$ cat config.mk
export PLATFORM = sky130hd
export DESIGN_NAME = clock_set_ctrl
export DESIGN_NICKNAME = d
export VERILOG_FILES = /design/src/rtl/clock_pkg.sv /design/src/rtl/key_debounce.sv /design/src/rtl/clock_set_ctrl.sv
export SDC_FILE = /design/constraint.sdc
export NUM_CORES = 1
export LEC_CHECK = 0
export ABC_AREA = 1
export CAP_MARGIN = 20
export CORE_MARGIN = 3
export CORE_UTILIZATION = 55
export DETAILED_ROUTE_END_ITERATION = 8
export PLACE_DENSITY = 0.76
export SLEW_MARGIN = 20
export SYNTH_ARGS = -nofsm -noshare
export SYNTH_HDL_FRONTEND = slang
export SYNTH_SLANG_ARGS = --single-unit
$ cat constraint.sdc
create_clock -name i_clk -period 1.8 [get_ports i_clk]
set_input_delay 0.18 -clock i_clk [delete_from_list [all_inputs] [get_ports i_clk]]
set_output_delay 0.18 -clock i_clk [all_outputs]
set_load 0.01 [all_outputs]
$ cat src/rtl/clock_pkg.sv
// Shared definitions for the HH:MM:SS clock: mode encoding, BCD field limits
// and the BCD increment used by the time-set editor.
package clock_pkg;

    typedef enum logic [1:0] {
        MODE_NORMAL   = 2'b00,
        MODE_SET_SEC  = 2'b01,
        MODE_SET_MIN  = 2'b10,
        MODE_SET_HOUR = 2'b11
    } mode_e;

    localparam logic [7:0] SEC_MAX  = 8'h59;
    localparam logic [7:0] MIN_MAX  = 8'h59;
    localparam logic [7:0] HOUR_MAX = 8'h23;

    // Anything that is not a valid BCD value below the limit restarts at 00.
    function automatic logic [7:0] bcd_inc_wrap(input logic [7:0] val, input logic [7:0] lim);
        logic [7:0] res;
        if ((val[7:4] > 4'd9) || (val[3:0] > 4'd9) || (val >= lim)) begin
            res = 8'h00;
        end else if (val[3:0] == 4'd9) begin
            res = {val[7:4] + 4'd1, 4'd0};
        end else begin
            res = {val[7:4], val[3:0] + 4'd1};
        end
        return res;
    endfunction

endpackage

$ cat src/rtl/key_debounce.sv
// Push-button conditioner: 2-flop synchronizer, stability counter and a
// one-cycle pulse on each released->pressed transition.
module key_debounce
    import clock_pkg::*;
#(
    parameter int DEBOUNCE_CYCLES = 500_000
) (
    input  logic i_clk,
    input  logic i_srst,
    input  logic i_key_n,
    output logic o_level,
    output logic o_press
);
    localparam int CNT_W = (DEBOUNCE_CYCLES > 1) ? $clog2(DEBOUNCE_CYCLES) : 1;

    logic [1:0]       sync_q;
    logic             level_q, level_d;
    logic             press_q, press_d;
    logic [CNT_W-1:0] cnt_q, cnt_d;
    logic             sample;

    assign sample = ~sync_q[1];

    // The counter only runs while the synchronized sample disagrees with the level.
    always_comb begin
        level_d = level_q;
        press_d = 1'b0;
        cnt_d   = cnt_q;
        if (sample == level_q) begin
            cnt_d = '0;
        end else if (cnt_q == CNT_W'(DEBOUNCE_CYCLES - 1)) begin
            level_d = sample;
            press_d = sample;
            cnt_d   = '0;
        end else begin
            cnt_d = cnt_q + CNT_W'(1);
        end
    end

    always_ff @(posedge i_clk) begin
        if (i_srst) begin
            sync_q  <= 2'b11;
            level_q <= 1'b0;
            press_q <= 1'b0;
            cnt_q   <= '0;
        end else begin
            sync_q  <= {sync_q[0], i_key_n};
            level_q <= level_d;
            press_q <= press_d;
            cnt_q   <= cnt_d;
        end
    end

    assign o_level = level_q;
    assign o_press = press_q;

endmodule

$ cat src/rtl/clock_set_ctrl.sv
// Time-set controller: mode FSM, per-field edit register with BCD increment,
// INC auto-repeat, registered load strobes, divider gating and blink phase.
module clock_set_ctrl
    import clock_pkg::*;
#(
    parameter int DEBOUNCE_CYCLES = 500_000,
    parameter int REPEAT_CYCLES   = 25_000_000,
    parameter int BLINK_CYCLES    = 12_500_000
) (
    input  logic       i_clk,
    input  logic       i_srst,
    input  logic       i_key_mode_n,
    input  logic       i_key_inc_n,
    input  logic [7:0] i_cur_sec,
    input  logic [7:0] i_cur_min,
    input  logic [7:0] i_cur_hour,
    output logic [1:0] o_mode,
    output logic       o_run_en,
    output logic       o_div_clr,
    output logic       o_load_sec,
    output logic       o_load_min,
    output logic       o_load_hour,
    output logic [7:0] o_load_data,
    output logic [7:0] o_edit_val,
    output logic       o_blink
);
    localparam int REP_W = (REPEAT_CYCLES > 1) ? $clog2(REPEAT_CYCLES) : 1;
    localparam int BLK_W = (BLINK_CYCLES > 1) ? $clog2(BLINK_CYCLES) : 1;

    logic mode_level_unused, mode_press, inc_level, inc_press;

    key_debounce #(.DEBOUNCE_CYCLES(DEBOUNCE_CYCLES)) u_mode_db (
        .i_clk   (i_clk),
        .i_srst  (i_srst),
        .i_key_n (i_key_mode_n),
        .o_level (mode_level_unused),
        .o_press (mode_press)
    );

    key_debounce #(.DEBOUNCE_CYCLES(DEBOUNCE_CYCLES)) u_inc_db (
        .i_clk   (i_clk),
        .i_srst  (i_srst),
        .i_key_n (i_key_inc_n),
        .o_level (inc_level),
        .o_press (inc_press)
    );

    mode_e            state_q, state_d;
    logic [7:0]       edit_q, edit_d;
    logic [7:0]       load_data_q, load_data_d;
    logic             load_sec_q, load_sec_d;
    logic             load_min_q, load_min_d;
    logic             load_hour_q, load_hour_d;
    logic             div_clr_q, div_clr_d;
    logic             run_en_q, run_en_d;
    logic [REP_W-1:0] rep_cnt_q, rep_cnt_d;
    logic             rep_q, rep_d;
    logic [BLK_W-1:0] blink_cnt_q, blink_cnt_d;
    logic             blink_q, blink_d;
    logic             in_set, inc_evt;

    assign in_set  = (state_q != MODE_NORMAL);
    // MODE wins over a coincident INC event.
    assign inc_evt = (inc_press | rep_q) & ~mode_press;

    always_comb begin
        state_d     = state_q;
        edit_d      = edit_q;
        load_data_d = load_data_q;
        load_sec_d  = 1'b0;
        load_min_d  = 1'b0;
        load_hour_d = 1'b0;
        div_clr_d   = 1'b0;
        case (state_q)
            MODE_NORMAL: begin
                if (mode_press) begin
                    state_d = MODE_SET_SEC;
                    edit_d  = i_cur_sec;
                end
            end
            MODE_SET_SEC: begin
                if (mode_press) begin
                    state_d     = MODE_SET_MIN;
                    load_sec_d  = 1'b1;
                    div_clr_d   = 1'b1;
                    load_data_d = edit_q;
                    edit_d      = i_cur_min;
                end else if (inc_evt) begin
                    edit_d = bcd_inc_wrap(edit_q, SEC_MAX);
                end
            end
            MODE_SET_MIN: begin
                if (mode_press) begin
                    state_d     = MODE_SET_HOUR;
                    load_min_d  = 1'b1;
                    load_data_d = edit_q;
                    edit_d      = i_cur_hour;
                end else if (inc_evt) begin
                    edit_d = bcd_inc_wrap(edit_q, MIN_MAX);
                end
            end
            MODE_SET_HOUR: begin
                if (mode_press) begin
                    state_d     = MODE_NORMAL;
                    load_hour_d = 1'b1;
                    load_data_d = edit_q;
                    edit_d      = 8'h00;
                end else if (inc_evt) begin
                    edit_d = bcd_inc_wrap(edit_q, HOUR_MAX);
                end
            end
            default: state_d = MODE_NORMAL;
        endcase
    end

    always_comb begin
        rep_cnt_d = '0;
        rep_d     = 1'b0;
        if (inc_level && in_set) begin
            if (rep_cnt_q == REP_W'(REPEAT_CYCLES - 1)) begin
                rep_d = 1'b1;
            end else begin
                rep_cnt_d = rep_cnt_q + REP_W'(1);
            end
        end

        // The divider stays stopped through the cycle the hour strobe is out.
        run_en_d = (state_d == MODE_NORMAL) && !load_hour_d;

        blink_cnt_d = '0;
        blink_d     = 1'b0;
        if ((state_d == state_q) && in_set) begin
            blink_d = blink_q;
            if (blink_cnt_q == BLK_W'(BLINK_CYCLES - 1)) begin
                blink_d = ~blink_q;
            end else begin
                blink_cnt_d = blink_cnt_q + BLK_W'(1);
            end
        end
    end

    always_ff @(posedge i_clk) begin
        if (i_srst) begin
            state_q     <= MODE_NORMAL;
            edit_q      <= 8'h00;
            load_data_q <= 8'h00;
            load_sec_q  <= 1'b0;
            load_min_q  <= 1'b0;
            load_hour_q <= 1'b0;
            div_clr_q   <= 1'b0;
            run_en_q    <= 1'b1;
            rep_cnt_q   <= '0;
            rep_q       <= 1'b0;
            blink_cnt_q <= '0;
            blink_q     <= 1'b0;
        end else begin
            state_q     <= state_d;
            edit_q      <= edit_d;
            load_data_q <= load_data_d;
            load_sec_q  <= load_sec_d;
            load_min_q  <= load_min_d;
            load_hour_q <= load_hour_d;
            div_clr_q   <= div_clr_d;
            run_en_q    <= run_en_d;
            rep_cnt_q   <= rep_cnt_d;
            rep_q       <= rep_d;
            blink_cnt_q <= blink_cnt_d;
            blink_q     <= blink_d;
        end
    end

    assign o_mode      = state_q;
    assign o_run_en    = run_en_q;
    assign o_div_clr   = div_clr_q;
    assign o_load_sec  = load_sec_q;
    assign o_load_min  = load_min_q;
    assign o_load_hour = load_hour_q;
    assign o_load_data = load_data_q;
    assign o_edit_val  = in_set ? edit_q : 8'h00;
    assign o_blink     = blink_q;

endmodule

==> results of run 1 <==
## cell families (layout without fill, tap and decap cells)
group / count (synthesis) / count (layout) / synth area share, %
DFF: 119 / 119 / 38.03
adders and majority gates: 8 / 8 / 1.598
and+or+nand+nor: 512 / 512 / 39.05
xor gates and xnor gates: 20 / 20 / 2.797
AOI/OAI and AO/OA: 115 / 115 / 10.21
buffers and inverters: 125 / 209 / 8.310
## state kept, by name (all words and copies together) (netlist names)
register           flops
u_inc_db.o_press       1
rep_q                  1
edit_q                 8
u_mode_db.cnt_q       19
rep_cnt_q             25
o_mode                 2
o_blink                1
o_run_en               1
u_inc_db.o_level       1
u_mode_db.o_press      1
blink_cnt_q           24
o_load_hour            1
o_div_clr              1
u_inc_db.cnt_q        19
o_load_min             1
u_inc_db.sync_q        2
u_mode_db.sync_q       2
u_mode_db.o_level      1
o_load_data            8
## power by group through the flow
stage | Combinational, W | Clock (W) | Sequential (W)
global route | 0.000108 | 0.00333 | 0.00264
detailed placement | 0.0000980 | 0 | 0.00270
floorplan | 0.0000289 | 0 | 0.00270
finish | 0.0000986 | 0.00316 | 0.00264
global placement | 0.0000976 | 0 | 0.00270
CTS | 0.0000992 | 0.00320 | 0.00264
## area by class of cell
type | instances | share of cell area, %
well taps | 140 | 2.300
clock inverters | 14 | 1.495
clock buffers | 18 | 5.766
flip-flops and latches | 119 | 31.39
repair buffers | 69 | 9.052
inverters | 108 | 5.323
multi-input cells | 655 | 44.67
## timing repair
item | in CTS | in global routing
resized for setup | 16 | 7
pin swaps | 0 | 1
setup endpoints to repair | 8 | 26
hold endpoints to repair | 0 | 0
gates cloned | 1 | 0
## synthesized netlist by cell type
| library cell | n | area share (%) |
|---|---|---|
| a211oi_1 | 8 | 0.96 |
| a21oi_1 | 60 | 4.8 |
| a21oi_2 | 6 | 0.84 |
| a22oi_1 | 1 | 0.12 |
| a31oi_1 | 2 | 0.20 |
| buf_2 | 5 | 0.40 |
| buf_4 | 6 | 0.72 |
| buf_6 | 3 | 0.54 |
| clkbuf_1 | 3 | 0.18 |
| clkinv_1 | 2 | 0.12 |
| dfxtp_1 | 119 | 38 |
| ha_1 | 8 | 1.6 |
| inv_1 | 86 | 5.2 |
| inv_2 | 20 | 1.2 |
| nand2_1 | 217 | 13 |
| nand2_2 | 4 | 0.40 |
| nand2_4 | 1 | 0.18 |
| nand3_1 | 41 | 3.3 |
| nand3_2 | 5 | 0.80 |
| nand3b_1 | 2 | 0.24 |
| nand4_1 | 27 | 2.7 |
| nand4_2 | 4 | 0.80 |
| nor2_1 | 117 | 7.0 |
| nor2_2 | 13 | 1.3 |
| nor2_4 | 6 | 1.1 |
| nor3_1 | 26 | 2.1 |
| nor3_2 | 8 | 1.3 |
| nor3_4 | 2 | 0.52 |
| nor3b_1 | 5 | 0.60 |
| nor3b_2 | 4 | 0.80 |
| nor4_1 | 7 | 0.70 |
| o211ai_1 | 1 | 0.12 |
| o21a_1 | 2 | 0.24 |
| o21ai_0 | 28 | 2.2 |
| o21ai_1 | 4 | 0.32 |
| o21ai_2 | 1 | 0.14 |
| o21bai_1 | 1 | 0.12 |
| o31ai_1 | 1 | 0.12 |
| or2_0 | 8 | 0.80 |
| or2_1 | 1 | 0.10 |
| or2_2 | 11 | 1.1 |
| or3_1 | 3 | 0.30 |
| xnor2_1 | 8 | 1.1 |
| xor2_1 | 12 | 1.7 |
## through the flow
step / cells / setup WS (ns)
6_report: 1123 / 0.1630
5_1_grt: 1123 / 0.003666
4_1_cts: 1123 / 0.1158
3_5_place_dp: 1090 / 0.1305
3_3_place_gp: 1090 / 0.1895
2_1_floorplan: 899 / 0.2404
## critical path: cells and delay by family, from the launching register on
kind / cells / cell delay (ns)
DFF: 1 / 0.35
and+or+nand+nor: 6 / 0.74
buffers and inverters: 2 / 0.27
adders and majority gates: 1 / 0.17
## path summary, 6_finish.rpt
check | slack, ns | from | endpoint
max | 0.16 | rep_cnt_q[0] | rep_cnt_q[15]
min | 0.31 | i_key_mode_n | u_mode_db.sync_q[0]
max reg2reg | 0.16 | rep_cnt_q[0] | rep_cnt_q[15]
min reg2reg | 0.44 | u_mode_db.sync_q[0] | u_mode_db.sync_q[1]
## per-layer routing
layer / vias up / share of wire [%] / GRT usage (%)
met3: 19 / 4.6 / 4.545
met2: 127 / 45 / 36.97
li1: 3077 / - / -
met1: 2651 / 49 / 31.38
met4: 0 / 1.4 / 7.933
met5: - / 0 / 0
==> out/qor.txt, run 1 <==
register area share after synthesis -> 38.03%
routability cong. -> 0.9299
final-report hold violation count -> 0
setup TNS -> 0 ns
RSZ-0062 raised after global routing -> false
run status -> finished clean
Reg2Reg Depth -> 9
most frequent cells in the layout -> nand2_1, nor2_1, dfxtp_1
Final setup viols -> 0
crit path launch type -> flip-flop
PwrDens -> 775.0 mW/mm2
fin. max-slew vios -> 0
switching share of power -> 23.26%
Initial DRC Count -> 474
NetSw -> 0.001373 W
Gate power share -> 1.7%
Routed Antenna Nets -> 0
first-pass GRT wire length -> 24,330 um
Hold Path Depth -> 2
DR WL/cell -> 12.66 um
Clock Power Share -> 53.6%
Final min period -> 1.637 ns
root buffer cell -> clkbuf_16
number of global-route vias before repair -> 5,366
CTS sink cnt -> 119
total gr overflow -> 0
vias per cell -> 5.231
hold_ws -> 0.3144 ns
Reg area -> 0.002391 mm2
Netlist Area Pre-Place -> 0.006264 mm2
Overall Global Routing Usage -> 23.12%
Core Area -> 0.01098 mm2
chip height -> 112.7 um
Worst-path clk slew -> 0.06 ns
WS Path Type -> reg2reg
io pins -> 52
Die Area -> 0.01270 mm2
CP Max Fanout -> 13
TritonCTS clock tree -> yes
CP Data Required Time -> 2.11 ns
Post-Syn Instances -> 899
Setup crit end kind -> flip-flop
Mapped Nets -> 935
CTS Buffer Depth -> 2
CP max stage cell -> dfxtp_1
maximum ir drop on the vdd rail -> 0.0006868 V
cts hold-fix bufs -> 0
drt total wl -> 14,210 um
synthesized flop and latch total -> 119
Int Pwr -> 0.004529 W
n_diodes -> 0
Rows -> 38
max incr delay on CP -> 0.35 ns
Rel. slew slack -> 70.67%
Clock Skews -> 0.006584 ns
worst-path cell chain -> ha_1, nand2_1, nor2_4, nand3_4, inv_2, nand4_1, nand2_2, buf_6, nor3_1
post-route clock period utilization -> 90.94%
Cell variety after synth -> 44
post-route cell area -> 0.007616 mm2
chip width -> 112.7 um
share of cells above drive strength 1 -> 14.45%
total power -> 0.005902 W
Lkg Pwr -> 2.788 nW
port bufs -> 51
area of the multi-input gates -> 0.003402 mm2
Worst-Margin Slew -> 0.4393 ns
HP Class -> in2reg
Util after Layout -> 69.34%
Initial Util -> 57.03%
CP arrival -> 1.94 ns
clock latency on the worst-skew pair -> 0.42 ns
final layout net count -> 1,006
share of power burned in registers -> 44.8%
largest net degree at the start of global routing -> 27
Setup Buffers After CTS -> 0
htree depth -> 4
Max Cap Violations -> 0
number of buffers created by CTS -> 17
drt first pass iters -> 5
leading cell type in the layout, fill and taps excluded -> nand2_1
dpl hpwl -> 10,200 um
fillcell total -> 941
antenna violations before repair -> 0
synth warn -> 0
average cell area after synthesis -> 6.967 um2
number of remaining DRC errors -> 0
Via Count -> 5,874
DP Area -> 0.006987 mm2
Layout Area Growth over Synthesis -> 21.59%
maximum clock frequency -> 610.9 MHz
Note: power is estimated with default switching activity, not from simulation.
==> inputs of run 2 (changes only) <==
Settings changed: GPL_TIMING_DRIVEN from default to 0.
==> out/qor.txt, run 2 (synthesis results as in run 1) <==
Critical path buffers and inverters -> 2 (unchanged)
Initial DRC Count -> 463 (-2.3%)
worst-path cell chain -> ha_1, nand2_1, nor2_4, nand3_4, inv_2, nand4_1, nand2_4, clkbuf_16, a21oi_1
final-report hold violation count -> 0 (unchanged)
maximum clock frequency -> 576.7 MHz (-5.6%)
chip width -> 112.7 um (unchanged)
max reg flops -> 25 (unchanged)
registers with the most flip-flops -> rep_cnt_q: 25 flops, blink_cnt_q: 24 flops
HP Class -> in2reg
Rows -> 38 (unchanged)
dpl ws -> -0.09890 ns (-0.2294 ns)
drt first pass iters -> 5 (unchanged)
cts hold-fix bufs -> 0 (unchanged)
post-route clock period utilization -> 96.33% (+5.4 points)
Final min period -> 1.734 ns (+0.09695 ns)
Worst-Margin Slew -> 0.5333 ns (+0.09402 ns)
Final setup viols -> 0 (unchanged)
CTS sink cnt -> 119 (unchanged)
routability cong. -> 0.8961 (-3.6%)
Die Area -> 0.01270 mm2 (unchanged)
Rel. slew slack -> 64.44% (-6.2 points)
Initial Util -> 57.03% (unchanged)
CTS Buffer Depth -> 2 (unchanged)
io pins -> 52 (unchanged)
Max Cap Violations -> 0 (unchanged)
n_diodes -> 0 (unchanged)
CP Max Fanout -> 7 (-6)
total power -> 0.006341 W (+7.4%)
Routed Antenna Nets -> 0 (unchanged)
chip height -> 112.7 um (unchanged)
htree depth -> 4 (unchanged)
root buffer cell -> clkbuf_16
run status -> finished clean
maximum ir drop on the vdd rail -> 0.0008626 V (+26%)
final layout net count -> 1,016 (+0.99%)
number of global-route vias before repair -> 5,501 (+2.5%)
Layout Area Growth over Synthesis -> 24.25%
Overall Global Routing Usage -> 23.82% (+0.69 points)
Clock Skews -> 0.005748 ns (-0.0008357 ns)
Via Count -> 5,981 (+1.8%)
clock latency on the worst-skew pair -> 0.41 ns (about the same)
fin. max-slew vios -> 0 (unchanged)
CP arrival -> 2.03 ns (+0.09 ns)
CP max stage cell -> dfxtp_2
fillcell total -> 891 (-5.3%)
R2R Setup Slk -> 0.07 ns (-0.10 ns)
port bufs -> 50 (-2.0%)
crit path launch type -> flip-flop
number of remaining DRC errors -> 0 (unchanged)
leading cell type in the layout, fill and taps excluded -> nand2_1
share of cells above drive strength 1 -> 15.71% (+1.3 points)
WS Path Type -> reg2reg
first-pass GRT wire length -> 25,210 um (+3.6%)
DR WL/cell -> 13.22 um (+4.5%)
dpl hpwl -> 10,390 um (+1.8%)
largest net degree at the start of global routing -> 17 (-37%)
setup ws final -> 0.06605 ns (-0.09695 ns)
total gr overflow -> 0 (unchanged)
TritonCTS clock tree -> yes
Worst-path clk slew -> 0.05 ns (about the same)
Largest Register -> rep_cnt_q
max incr delay on CP -> 0.33 ns (-0.02 ns)
antenna violations before repair -> 0 (unchanged)
number of buffers created by CTS -> 17 (unchanged)
Setup crit end kind -> flip-flop
PwrDens -> 814.7 mW/mm2 (+5.1%)
drt total wl -> 14,980 um (+5.4%)
CP delay by family, top -> simple AND/OR/NAND/NOR gates
most frequent cells in the layout -> nand2_1, nor2_1, dfxtp_1
vias per cell -> 5.279 (+0.92%)
Lkg Pwr -> 2.843 nW (+2.0%)
CP Data Required Time -> 2.10 ns (about the same)
Core Area -> 0.01098 mm2 (unchanged)
-- run 2: cell count changes in the layout (fill, tap and decap cells not counted), sizes merged, moves of 2 or more --
cell | previous run | this run
clkinv | 7 | 9
inv | 114 | 106
bufinv | 0 | 4
buf | 17 | 24
clkbuf | 18 | 24
-- run 2: layer usage --
metal	part of all wire [%]	vias to the layer above	global-route usage, %
met5	0	-	0
met2	46	168	37.60
met4	1.3	0	6.250
met1	47	2713	32.43
li1	-	3086	-
met3	6.2	14	6.471
-- run 2: cell type report --
type,count,area (um2),share of cell area (%)
clock buffers,19,452.9,5.820
flip-flops and latches,119,2394,30.76
repair buffers,63,623.1,8.006
multi-input cells,655,3430,44.07
well taps,140,175.2,2.251
clock inverters,13,177.7,2.283
inverters,108,405.4,5.209
plain buffers,16,125.1,1.608
-- run 2: worst register-to-register path: cells and delay by family, from the launching register on --
family | cells | cell delay, ns
flops | 1 | 0.33
fa+ha+maj | 1 | 0.16
simple gates | 5 | 0.85
compound gates | 1 | 0.04
buf+inv | 2 | 0.25
-- run 2: timing repair --
| item | in CTS | in global routing |
|---|---|---|
| resized for setup | 19 | 16 |
| pin swaps | 0 | 4 |
| setup buffers | 3 | 8 |
| endpoints found under the setup margin | 28 | 60 |
| gates cloned | 0 | 2 |
-- run 2: final timing paths --
check / startpoint / endpoint / cells after the start
min reg2reg: u_mode_db.sync_q[0] / u_mode_db.sync_q[1] / 1
min: i_srst / u_inc_db.o_press / 2
max: rep_cnt_q[0] / rep_cnt_q[12] / 9
max reg2reg: rep_cnt_q[0] / rep_cnt_q[12] / 9
-- run 2: through the flow --
step,std cells,hold slack [ns],setup TNS [ns],instance area [um2],util [%]
detailed placement,1089,0.3965,-2.062,6939,63.18
global route,1133,0.2945,-0.2996,7782,70.86
finish,1133,0.2492,0,7782,70.86
floorplan,899,0.2838,0,6264,-
CTS,1123,0.2539,0,7605,69.24
global placement,1089,0.3920,-1.375,6939,63.18
-- run 2: power by group --
part | internal (W) | leakage [nW] | total [W] | switching, W
combinational | 0.0000601 | 1.57 | 0.0000971 | 0.0000371
clock | 0.00238 | 0.308 | 0.00360 | 0.00122
sequential | 0.00264 | 0.963 | 0.00264 | 0.00000282
total | 0.00508 | 2.84 | 0.00634 | 0.00126
==> inputs of run 3 (changes only) <==
Clock period 1.8 ns to 1.9 ns, I/O delays scaled along.
==> out/qor.txt, run 3 (synthesis results as in run 1) <==
run status -> finished clean
routability cong. -> 0.8961 (unchanged)
cts hold-fix bufs -> 0 (unchanged)
fin. max-slew vios -> 0 (unchanged)
vias per cell -> 5.272 (-0.13%)
CTS Buffer Depth -> 2 (unchanged)
Max Cap Violations -> 0 (unchanged)
n_diodes -> 0 (unchanged)
Largest Register -> rep_cnt_q
worst-path cell chain -> ha_1, nand2_1, nor2_4, nand3_2, inv_2, nand4_1, nand2_2, buf_6, nor2_1
placed cells -> 1,089 (unchanged)
registers with the most flip-flops -> rep_cnt_q: 25 flops, blink_cnt_q: 24 flops
CTS sink cnt -> 119 (unchanged)
CP max stage cell -> dfxtp_1
Initial DRC Count -> 475 (+2.6%)
chip height -> 112.7 um (unchanged)
setup TNS -> 0 ns (unchanged)
io pins -> 52 (unchanged)
Core Area -> 0.01098 mm2 (unchanged)
Overall Global Routing Usage -> 23.80% (about the same)
DR WL/cell -> 12.99 um (-1.7%)
antenna violations before repair -> 0 (unchanged)
area of the multi-input gates -> 0.003381 mm2 (-1.4%)
Clock Skews -> 0.005590 ns (-0.0001573 ns)
Via Count -> 5,926 (-0.92%)
Layout Area Growth over Synthesis -> 22.13%
HP Class -> in2reg
total gr overflow -> 0 (unchanged)
fillcell total -> 913 (+2.5%)
CP arrival -> 2.06 ns (+0.03 ns)
Final setup viols -> 0 (unchanged)
dpl hpwl -> 10,390 um (unchanged)
share of cells above drive strength 1 -> 14.63% (-1.1 points)
TritonCTS clock tree -> yes
CP Data Required Time -> 2.21 ns (+0.11 ns)
WS Path Type -> reg2reg
post-route clock period utilization -> 92.02% (-4.3 points)
non-filler instance count after layout -> 1,124 (-0.79%)
drt total wl -> 14,610 um (-2.5%)
Rel. slew slack -> 63.81% (-0.64 points)
clock latency on the worst-skew pair -> 0.41 ns (about the same)
max reg flops -> 25 (unchanged)
most frequent cells in the layout -> nand2_1, nor2_1, dfxtp_1
maximum ir drop on the vdd rail -> 0.0008156 V (-5.5%)
crit path launch type -> flip-flop
maximum clock frequency -> 571.9 MHz (-0.83%)
root buffer cell -> clkbuf_16
number of buffers created by CTS -> 17 (unchanged)
CP Max Fanout -> 10 (+3)
final layout net count -> 1,007 (-0.89%)
port bufs -> 50 (unchanged)
leading cell type in the layout, fill and taps excluded -> nand2_1
Setup crit end kind -> flip-flop
chip width -> 112.7 um (unchanged)
Die Area -> 0.01270 mm2 (unchanged)
Routed Antenna Nets -> 0 (unchanged)
Initial Util -> 57.03% (unchanged)
htree depth -> 4 (unchanged)
Reg area -> 0.002394 mm2 (unchanged)
Worst-path clk slew -> 0.06 ns (about the same)
max incr delay on CP -> 0.34 ns (about the same)
final-report hold violation count -> 0 (unchanged)
drt first pass iters -> 5 (unchanged)
total power -> 0.005997 W (-5.4%)
Worst-Margin Slew -> 0.5429 ns (+0.009568 ns)
number of remaining DRC errors -> 0 (unchanged)
number of global-route vias before repair -> 5,503 (+0.036%)
largest net degree at the start of global routing -> 17 (unchanged)
PwrDens -> 783.9 mW/mm2 (-3.8%)
Rows -> 38 (unchanged)
Lkg Pwr -> 2.879 nW (+1.3%)
Final min period -> 1.748 ns (+0.01448 ns)
first-pass GRT wire length -> 25,170 um (-0.13%)
run 3: cell count changes in the layout (fill, tap and decap cells not counted), moves of 2 or more:
| cell | before | now |
|---|---|---|
| buf_4 | 15 | 9 |
| buf_8 | 2 | 0 |
| clkbuf_16 | 19 | 17 |
| dlygate4sd2_1 | 8 | 0 |
| dlymetal6s2s_1 | 0 | 8 |
| nand3_4 | 2 | 0 |
| nor2_4 | 11 | 9 |
run 3: worst max-delay path: cells and delay by family, from the launching register on:
family | cells | cell delay (ns)
fa+ha+maj | 1 | 0.17
buf+inv | 2 | 0.27
flops | 1 | 0.34
simple gates | 6 | 0.85
run 3: timing repair:
item / in CTS / in global routing
pin swaps: 0 / 1
gates resized for setup: 6 / 17
buffers inserted: 3 / 1
setup endpoints to repair: 21 / 39
run 3: cell type report:
cell class | instances | area share [%]
multi-input cells | 655 | 44.19
flip-flops and latches | 119 | 31.29
repair buffers | 54 | 7.197
clock buffers | 19 | 5.921
inverters | 108 | 5.299
clock inverters | 13 | 2.323
well taps | 140 | 2.290
plain buffers | 16 | 1.488
run 3: path summary, 6_finish.rpt:
kind,cells after the start,end,slack (ns),start
setup / recovery,9,rep_cnt_q[10],0.15,rep_cnt_q[0]
hold / removal,2,u_inc_db.o_press,0.26,i_srst
setup reg to reg,9,rep_cnt_q[10],0.15,rep_cnt_q[0]
hold reg to reg,1,u_mode_db.sync_q[1],0.41,u_mode_db.sync_q[0]
run 3: power by group:
group	internal (W)	switching [W]
clock	0.00225	0.00115
sequential	0.00250	0.00000259
combinational	0.0000565	0.0000345
total	0.00481	0.00119
run 3: per-layer routing:
metal  share of wire (%)  global-route usage (%)  vias to the layer above
met5                   0                       0                        -
met4                 1.4                   6.410                        0
met3                 6.3                   6.524                       15
met2                  45                   37.48                      179
met1                  47                   32.37                     2662
li1                    -                       -                     3070
run 3: stage by stage:
stage                     hold slack [ns]  instance area, um2  utilization [%]  worst slack [ns]
after CTS                          0.2639                7604            69.23         0.0005380
after detailed placement           0.3965                6939            63.18          0.001095
after global placement             0.3920                6939            63.18           0.01985
after floorplan                    0.2938                6264                -            0.3404
after global routing               0.3045                7650            69.65        -0.0007276
final                              0.2620                7650            69.65            0.1516
